===== src/rtl/cnn_acc_pkg.sv =====
// Shared constants for the 27-lane convolution accumulator: product width
// derivation, accumulator default, saturation bounds and control state encoding.
package cnn_acc_pkg;

  localparam int ACC_W_DEFAULT = 32;
  localparam int TREE_LANES    = 27;
  localparam int TREE_STAGES   = 5;
  localparam int TREE_GROWTH   = 5;

  localparam logic [0:0] ST_IDLE  = 1'b0;
  localparam logic [0:0] ST_ACCUM = 1'b1;

  function automatic int pw_of(int bits, int frac);
    return 2 * bits - frac;
  endfunction

  function automatic longint sat_hi(int bits);
    return (longint'(1) << (bits - 1)) - 1;
  endfunction

  function automatic longint sat_lo(int bits);
    return -(longint'(1) << (bits - 1));
  endfunction

endpackage


===== src/rtl/adder_tree_27.sv =====
// Registered 27->14->7->4->2->1 adder tree with a matching valid pipe.
// Lanes are sign-extended once at the input so every level adds exactly.
module adder_tree_27
  import cnn_acc_pkg::*;
#(
  parameter int PW = 21,
  localparam int SW = PW + TREE_GROWTH
) (
  input  logic                      clk,
  input  logic                      rst,
  input  logic [PW*TREE_LANES-1:0]  products,
  input  logic                      valid_in,
  output logic [SW-1:0]             sum,
  output logic                      sum_valid
);

  logic [TREE_LANES-1:0][SW-1:0] lvl0;
  logic [13:0][SW-1:0]           lvl1;
  logic [6:0][SW-1:0]            lvl2;
  logic [3:0][SW-1:0]            lvl3;
  logic [1:0][SW-1:0]            lvl4;
  logic [SW-1:0]                 lvl5;
  logic [TREE_STAGES-1:0]        vld_pipe;

  always_comb begin
    lvl0 = '0;
    for (int i = 0; i < TREE_LANES; i++) begin
      lvl0[i] = {{TREE_GROWTH{products[i*PW+PW-1]}}, products[i*PW +: PW]};
    end
  end

  // Odd-sized levels pass their last operand straight through to the next level.
  always_ff @(posedge clk) begin
    for (int i = 0; i < 13; i++) lvl1[i] <= lvl0[2*i] + lvl0[2*i+1];
    lvl1[13] <= lvl0[26];
    for (int i = 0; i < 7; i++) lvl2[i] <= lvl1[2*i] + lvl1[2*i+1];
    for (int i = 0; i < 3; i++) lvl3[i] <= lvl2[2*i] + lvl2[2*i+1];
    lvl3[3] <= lvl2[6];
    for (int i = 0; i < 2; i++) lvl4[i] <= lvl3[2*i] + lvl3[2*i+1];
    lvl5 <= lvl4[0] + lvl4[1];
  end

  always_ff @(posedge clk) begin
    if (rst) begin
      vld_pipe <= '0;
    end else begin
      vld_pipe <= {vld_pipe[TREE_STAGES-2:0], valid_in};
    end
  end

  assign sum       = lvl5;
  assign sum_valid = vld_pipe[TREE_STAGES-1];

endmodule


===== src/rtl/conv_accumulator_27.sv =====
// Accumulates num_groups tree sums plus a bias and emits a saturated result.
// Optional macro CONV_ACC_RELU_EN clamps negative results to zero.
module conv_accumulator_27
  import cnn_acc_pkg::*;
#(
  parameter int bitsize   = 14,
  parameter int FRAC_BITS = 7,
  parameter int ACC_W     = ACC_W_DEFAULT,
  localparam int PW = pw_of(bitsize, FRAC_BITS),
  localparam int SW = PW + TREE_GROWTH
) (
  input  logic                     clk,
  input  logic                     rst,
  input  logic [PW*TREE_LANES-1:0] products,
  input  logic                     valid_in,
  input  logic [bitsize-1:0]       bias,
  input  logic [7:0]               num_groups,
  output logic [bitsize-1:0]       result,
  output logic                     out_valid,
  output logic                     sat
);

  localparam logic signed [ACC_W-1:0] SAT_MAX = ACC_W'(sat_hi(bitsize));
  localparam logic signed [ACC_W-1:0] SAT_MIN = ACC_W'(sat_lo(bitsize));
  localparam logic [bitsize-1:0]      RES_MAX = bitsize'(sat_hi(bitsize));
  localparam logic [bitsize-1:0]      RES_MIN = bitsize'(sat_lo(bitsize));

  logic [SW-1:0]                          tree_sum;
  logic                                   tree_valid;
  logic [TREE_STAGES-1:0][bitsize-1:0]    bias_pipe;
  logic [TREE_STAGES-1:0][7:0]            ngrp_pipe;
  logic [0:0]                             state;
  logic [7:0]                             count;
  logic [7:0]                             target;
  logic signed [ACC_W-1:0]                acc;
  logic                                   acc_done;
  logic signed [ACC_W-1:0]                tree_ext;
  logic signed [ACC_W-1:0]                bias_ext;
  logic [7:0]                             first_target;
  logic [7:0]                             next_count;
  logic [bitsize-1:0]                     clip_val;
  logic                                   clip_sat;

  adder_tree_27 #(.PW(PW)) u_tree (
    .clk       (clk),
    .rst       (rst),
    .products  (products),
    .valid_in  (valid_in),
    .sum       (tree_sum),
    .sum_valid (tree_valid)
  );

  // Bias and group count ride alongside each group so the first group of a sum
  // carries the values that were present when it entered the tree.
  always_ff @(posedge clk) begin
    bias_pipe <= {bias_pipe[TREE_STAGES-2:0], bias};
    ngrp_pipe <= {ngrp_pipe[TREE_STAGES-2:0], num_groups};
  end

  always_comb begin
    tree_ext     = {{(ACC_W-SW){tree_sum[SW-1]}}, tree_sum};
    bias_ext     = {{(ACC_W-bitsize){bias_pipe[TREE_STAGES-1][bitsize-1]}},
                    bias_pipe[TREE_STAGES-1]};
    first_target = (ngrp_pipe[TREE_STAGES-1] == 8'd0) ? 8'd1 : ngrp_pipe[TREE_STAGES-1];
    next_count   = count + 8'd1;
  end

  always_ff @(posedge clk) begin
    if (rst) begin
      state    <= ST_IDLE;
      count    <= '0;
      target   <= '0;
      acc      <= '0;
      acc_done <= 1'b0;
    end else begin
      acc_done <= 1'b0;
      if (tree_valid) begin
        if (state == ST_IDLE) begin
          acc    <= bias_ext + tree_ext;
          target <= first_target;
          if (first_target == 8'd1) begin
            acc_done <= 1'b1;
            count    <= '0;
          end else begin
            state <= ST_ACCUM;
            count <= 8'd1;
          end
        end else begin
          acc <= acc + tree_ext;
          if (next_count == target) begin
            acc_done <= 1'b1;
            count    <= '0;
            state    <= ST_IDLE;
          end else begin
            count <= next_count;
          end
        end
      end
    end
  end

  always_comb begin
    clip_val = acc[bitsize-1:0];
    clip_sat = 1'b0;
    if (acc > SAT_MAX) begin
      clip_val = RES_MAX;
      clip_sat = 1'b1;
    end else if (acc < SAT_MIN) begin
      clip_val = RES_MIN;
      clip_sat = 1'b1;
    end
`ifdef CONV_ACC_RELU_EN
    if (clip_val[bitsize-1]) begin
      clip_val = '0;
      clip_sat = 1'b0;
    end
`else
`endif
  end

  always_ff @(posedge clk) begin
    if (rst) begin
      result    <= '0;
      sat       <= 1'b0;
      out_valid <= 1'b0;
    end else begin
      out_valid <= acc_done;
      if (acc_done) begin
        result <= clip_val;
        sat    <= clip_sat;
      end
    end
  end

endmodule


===== config.mk =====
export PLATFORM = sky130hd
export DESIGN_NAME = conv_accumulator_27
export DESIGN_NICKNAME = d
export VERILOG_FILES = /design/src/rtl/cnn_acc_pkg.sv /design/src/rtl/adder_tree_27.sv /design/src/rtl/conv_accumulator_27.sv
export SDC_FILE = /design/constraint.sdc
export NUM_CORES = 2
export LEC_CHECK = 0
export BUFFER_PORTS_ARGS = -buffer_cell sky130_fd_sc_hd__buf_2
export CORE_MARGIN = 2
export CORE_UTILIZATION = 60
export DETAILED_ROUTE_END_ITERATION = 8
export PLACE_DENSITY_LB_ADDON = 0.12
export SYNTH_ARGS = -nofsm -noshare
export SYNTH_HDL_FRONTEND = slang
export SYNTH_HIERARCHICAL = 1
export SYNTH_SLANG_ARGS = --single-unit

===== constraint.sdc =====
create_clock -name clk -period 8.25 [get_ports clk]
set_clock_uncertainty 0.1 [all_clocks]
set_input_delay 1.2375 -clock clk [delete_from_list [all_inputs] [get_ports clk]]
set_output_delay 1.2375 -clock clk [all_outputs]
set_load 0.01 [all_outputs]

==> run summary <==
The flow ran to the end, and the final reports show no timing, DRC or antenna violations. In the routed layout, each cell is associated on average with a via count of ~5.7. Sorting the synthesized cells by area gives the leading types as dfxtp_1 35%, ha_1 17%, xnor2_1 6.8%. The clock latency on the worst-skew pair is roughly 0.64 ns. The detail-routed net length per standard cell is around 17 um. The number of nets in the finished design is between 7000 and 8000. The final number of setup-violating endpoints is 0. The slack of the worst reg-to-reg path came out at 5.11 ns.

After global routing the overflow that remains totals 0. The number of global-route vias before repair is 37706. For this run, the register share of the synthesized area comes to 35.2%. The combined area of all synthesized cells came out at 47100 sq um.

The tightest hold margin is between 0.2 and 0.25 ns. Once the clock tree was built, the resizer swapped 0 gates to a different size. After detailed placement, the total cell area comes to slightly above 50000 sq um. The startpoint of the worst-slack reg-to-reg timing path is u_tree/lvl1[338]$_DFF_P_. Buffers inserted during clock tree synthesis total 87. The initial core utilization came out at about 60%. The static leakage power came out at 25.4 nW. The synthesized flop and latch total came out at between 800 and 900. The net count after synthesis came out at about 6400. The count of pins over their slew limit was 0.

TritonCTS built the clock tree. The type of the worst setup path is primary input to flop. The clock-pin slew reported for the worst setup and hold paths after clock tree synthesis came out at about 0.07 ns.

For this run, design rule violations remaining after detail routing come to 0. Summed over all failing endpoints, the final setup total negative slack is 0 ns. In this run the post-CTS setup repair buffer count came out at 0. The final standard cell area without fillers came out at approximately 54000 sq um.

The largest buffer count on any clock path is 3. The die area came out at around 81000 sq um. STA puts the critical path data arrival time at 3.98 ns.

Setup repair after global routing left no endpoint under its margin. The cell sitting at the root of the clock tree is a clkbuf_16. The layout overhead on the synthesized area came out at 15.2%. The count of unique library cells instantiated by Yosys is between 80 and 90. The leading cell type by number of instances after synthesis is dfxtp_1. For this run, the total global-route usage over all layers was measured as ~28%. The count of flip-flops with a built-in enable after synthesis came out at 0. The largest net degree at the start of global routing came out at 73.

OpenSTA, run right after detailed placement, puts the worst setup slack at slightly above 4 ns. The area share of the leading cell type in the synthesized netlist is 35.2%. After technology mapping, the gate count stands at between 5000 and 6000.

CTS built an H-tree with a depth of 3. Once layout is complete, the utilization of the core stands at between 60% and 70%. The half-perimeter wire length after detailed placement came out at roughly 94000 um. The core box area is approximately 78000 sq um. The worst hold path belongs to the class flop to flop. The count of cells along the worst register-to-register path is 12. The worst endpoint required time came out at between 8 and 9 ns. The maximum achievable frequency came out at 281 MHz. The critical path endpoint category is a flop. The detailed router finished its first iteration with 2400 violations. Of all nets on the critical path, the largest fanout is 3. The count of clock tree sinks came out at between 800 and 900. The worst max-slew margin expressed relative to the limit came out at 36.1%. The aggregate routed wire length is ~120000 um. The global-route wire length before repair came out at 186000 um. Of the available clock period, the critical path in the final layout requires between 40 and 50%. For hold timing, the worst endpoint is u_tree/lvl3[93]$_DFF_P_. The first detailed-routing pass ran for 5 iterations. The startpoint type of the worst setup path is a primary input. For this run, the number of Yosys warnings is 6. The launch point of the worst hold path is u_tree/lvl2[171]$_DFF_P_. The number of port buffers is between 600 and 700.

Across the run, the number of max-cap violations was 0. The overall die width came out at around 280 um. dfxtp_1 takes more of the synthesized area than any other cell. Cells with a size suffix above 1 make up 13.8% of the layout.

The power density of the placed cells is 368 nW/um^2. The worst hold path passes through 0 cells. By count the netlist is led by 828 x dfxtp_1, 629 x ha_1, 446 x a21oi_1, 364 x xnor2_1, 354 x nor2_1. The number of antenna-violating nets in the routed design came out at 0. The via count of the routed design is 39057. The final-report hold violation count came out at 0. The end of the worst register-to-register path is u_tree/lvl2[174]$_DFF_P_.

The slew at the pin with the worst max-slew slack is between 0.9 and 1 ns. The worst ir drop on vdd is between 0.2 and 0.25 mV. The row count is approximately 100. The main flop type after synthesis is dfxtp_1. The mean cell area of the mapped netlist came out at about 9.2 sq um. Pin placement for this block handled 608 I/O pins. For this run, asynchronously set or reset flops after synthesis account for 0%.

The final estimated routing congestion in global placement came out at around 0.95. The number of hold buffers added after CTS came out at 0. The post-layout minimum cycle time is 3.56 ns. After layout, the worst setup slack is approximately 4.7 ns. The initial antenna violation count came out at 24.

The y dimension of the die is 284 um.
## per-stage QoR
step                      total power [mW]  std cells
final                                 20.0       6894
after global routing                  21.5       6891
after CTS                             20.0       6889
after detailed placement              15.8       6731
after global placement                15.7       6731
after floorplan                       13.5       5141
## registers in the layout, summed over array words and instances, names as in the netlist, 5 cells and up
register         cells
u_tree/vld_pipe      5
ngrp_pipe           40
u_tree/sum          26
target               8
u_tree/lvl1        307
bias_pipe           56
acc                 32
u_tree/lvl4         52
u_tree/lvl3        101
bias_ext            14
count                8
result              14
u_tree/lvl2        161
## power by group
part           switching (mW)  internal (mW)
combinational            5.58           4.42
clock                    1.64           2.41
sequential              0.567           5.35
## cells by family (layout without fill, tap and decap cells)
kind of cell	after synthesis	in the layout	share of synthesized area (%)
AOI/OAI and AO/OA	1547	1547	21.6
and+or+nand+nor	1274	1274	13.1
DFF	828	828	35.2
adders and majority gates	657	657	17.9
xor gates and xnor gates	502	502	9.34
buffers and inverters	318	1026	2.55
muxes	15	15	0.327
other	0	5	0
## how the worst max path moves through the flow
stage	end	slack (ns)	start	depth (start not counted)
final	u_tree/lvl1[330]$_DFF_P_	4.69	products[504]	13
after global routing	u_tree/lvl1[255]$_DFF_P_	4.47	products[379]	11
after CTS	u_tree/lvl1[330]$_DFF_P_	4.77	products[504]	13
after detailed placement	u_tree/lvl1[330]$_DFF_P_	4.10	products[504]	13
after global placement	u_tree/lvl1[332]$_DFF_P_	4.15	products[504]	13
after floorplan	u_tree/lvl1[46]$_DFF_P_	4.47	products[42]	12
## metal layers
| metal | track usage, % | vias to the layer above | routed length [um] |
|---|---|---|---|
| met5 | 0 | - | 209 |
| met4 | 8.61 | 34 | 3060 |
| met3 | 4.95 | 203 | 6290 |
| met2 | 48.7 | 963 | 54900 |
| met1 | 35.5 | 17867 | 52400 |
| li1 | - | 19990 | - |
## area by class of cell
type,instances,area (sq um)
Tap cell,1040,1300
Inverter,257,965
Clock buffer,110,2410
Timing Repair Buffer,611,3070
Clock inverter,48,602
Sequential cell,828,16600
Antenna cell,5,12.5
Fill cell,6223,23300
Multi-Input combinational cell,3995,29300
## layout by cell type (no fill, tap or decap), types with 19 or more instances in the layout
cell type  netlist  final
a21o_1         235    235
o2111ai_1       20     20
nand2b_1        72     72
a21oi_1        446    446
nor3_1         109    109
nand3_1        117    117
buf_2            3    607
o21ai_1         83     83
o21bai_1        66     66
inv_1          257    257
and2_1          19     19
ha_1           629    629
dfxtp_1        828    827
nand4_1         54     54
fa_1            28     28
o211ai_1        38     38
o21a_1          77     77
nor2_1         354    354
xnor2_1        364    364
nor2b_1        103    103
clkbuf_16        0     87
a2111oi_0       20     20
nand2_1        279    279
and3_1          52     52
or3_1           29     29
a31oi_1         59     59
o31ai_1         28     28
a211oi_1        70     70
xor2_1         138    138
o21ai_0        189    189
## critical path, stage by stage
cell,delay [ns]
buf_2,0.13
ha_1,0.20
inv_1,0.06
fa_1,0.40
nor2b_1,0.16
o31ai_1,0.13
a21oi_1,0.56
o2111ai_1,0.26
nand3_1,0.14
o2111ai_1,0.14
a21oi_1,0.28
o22ai_1,0.14
xnor2_1,0.14
(Power assumes the default switching activity.)
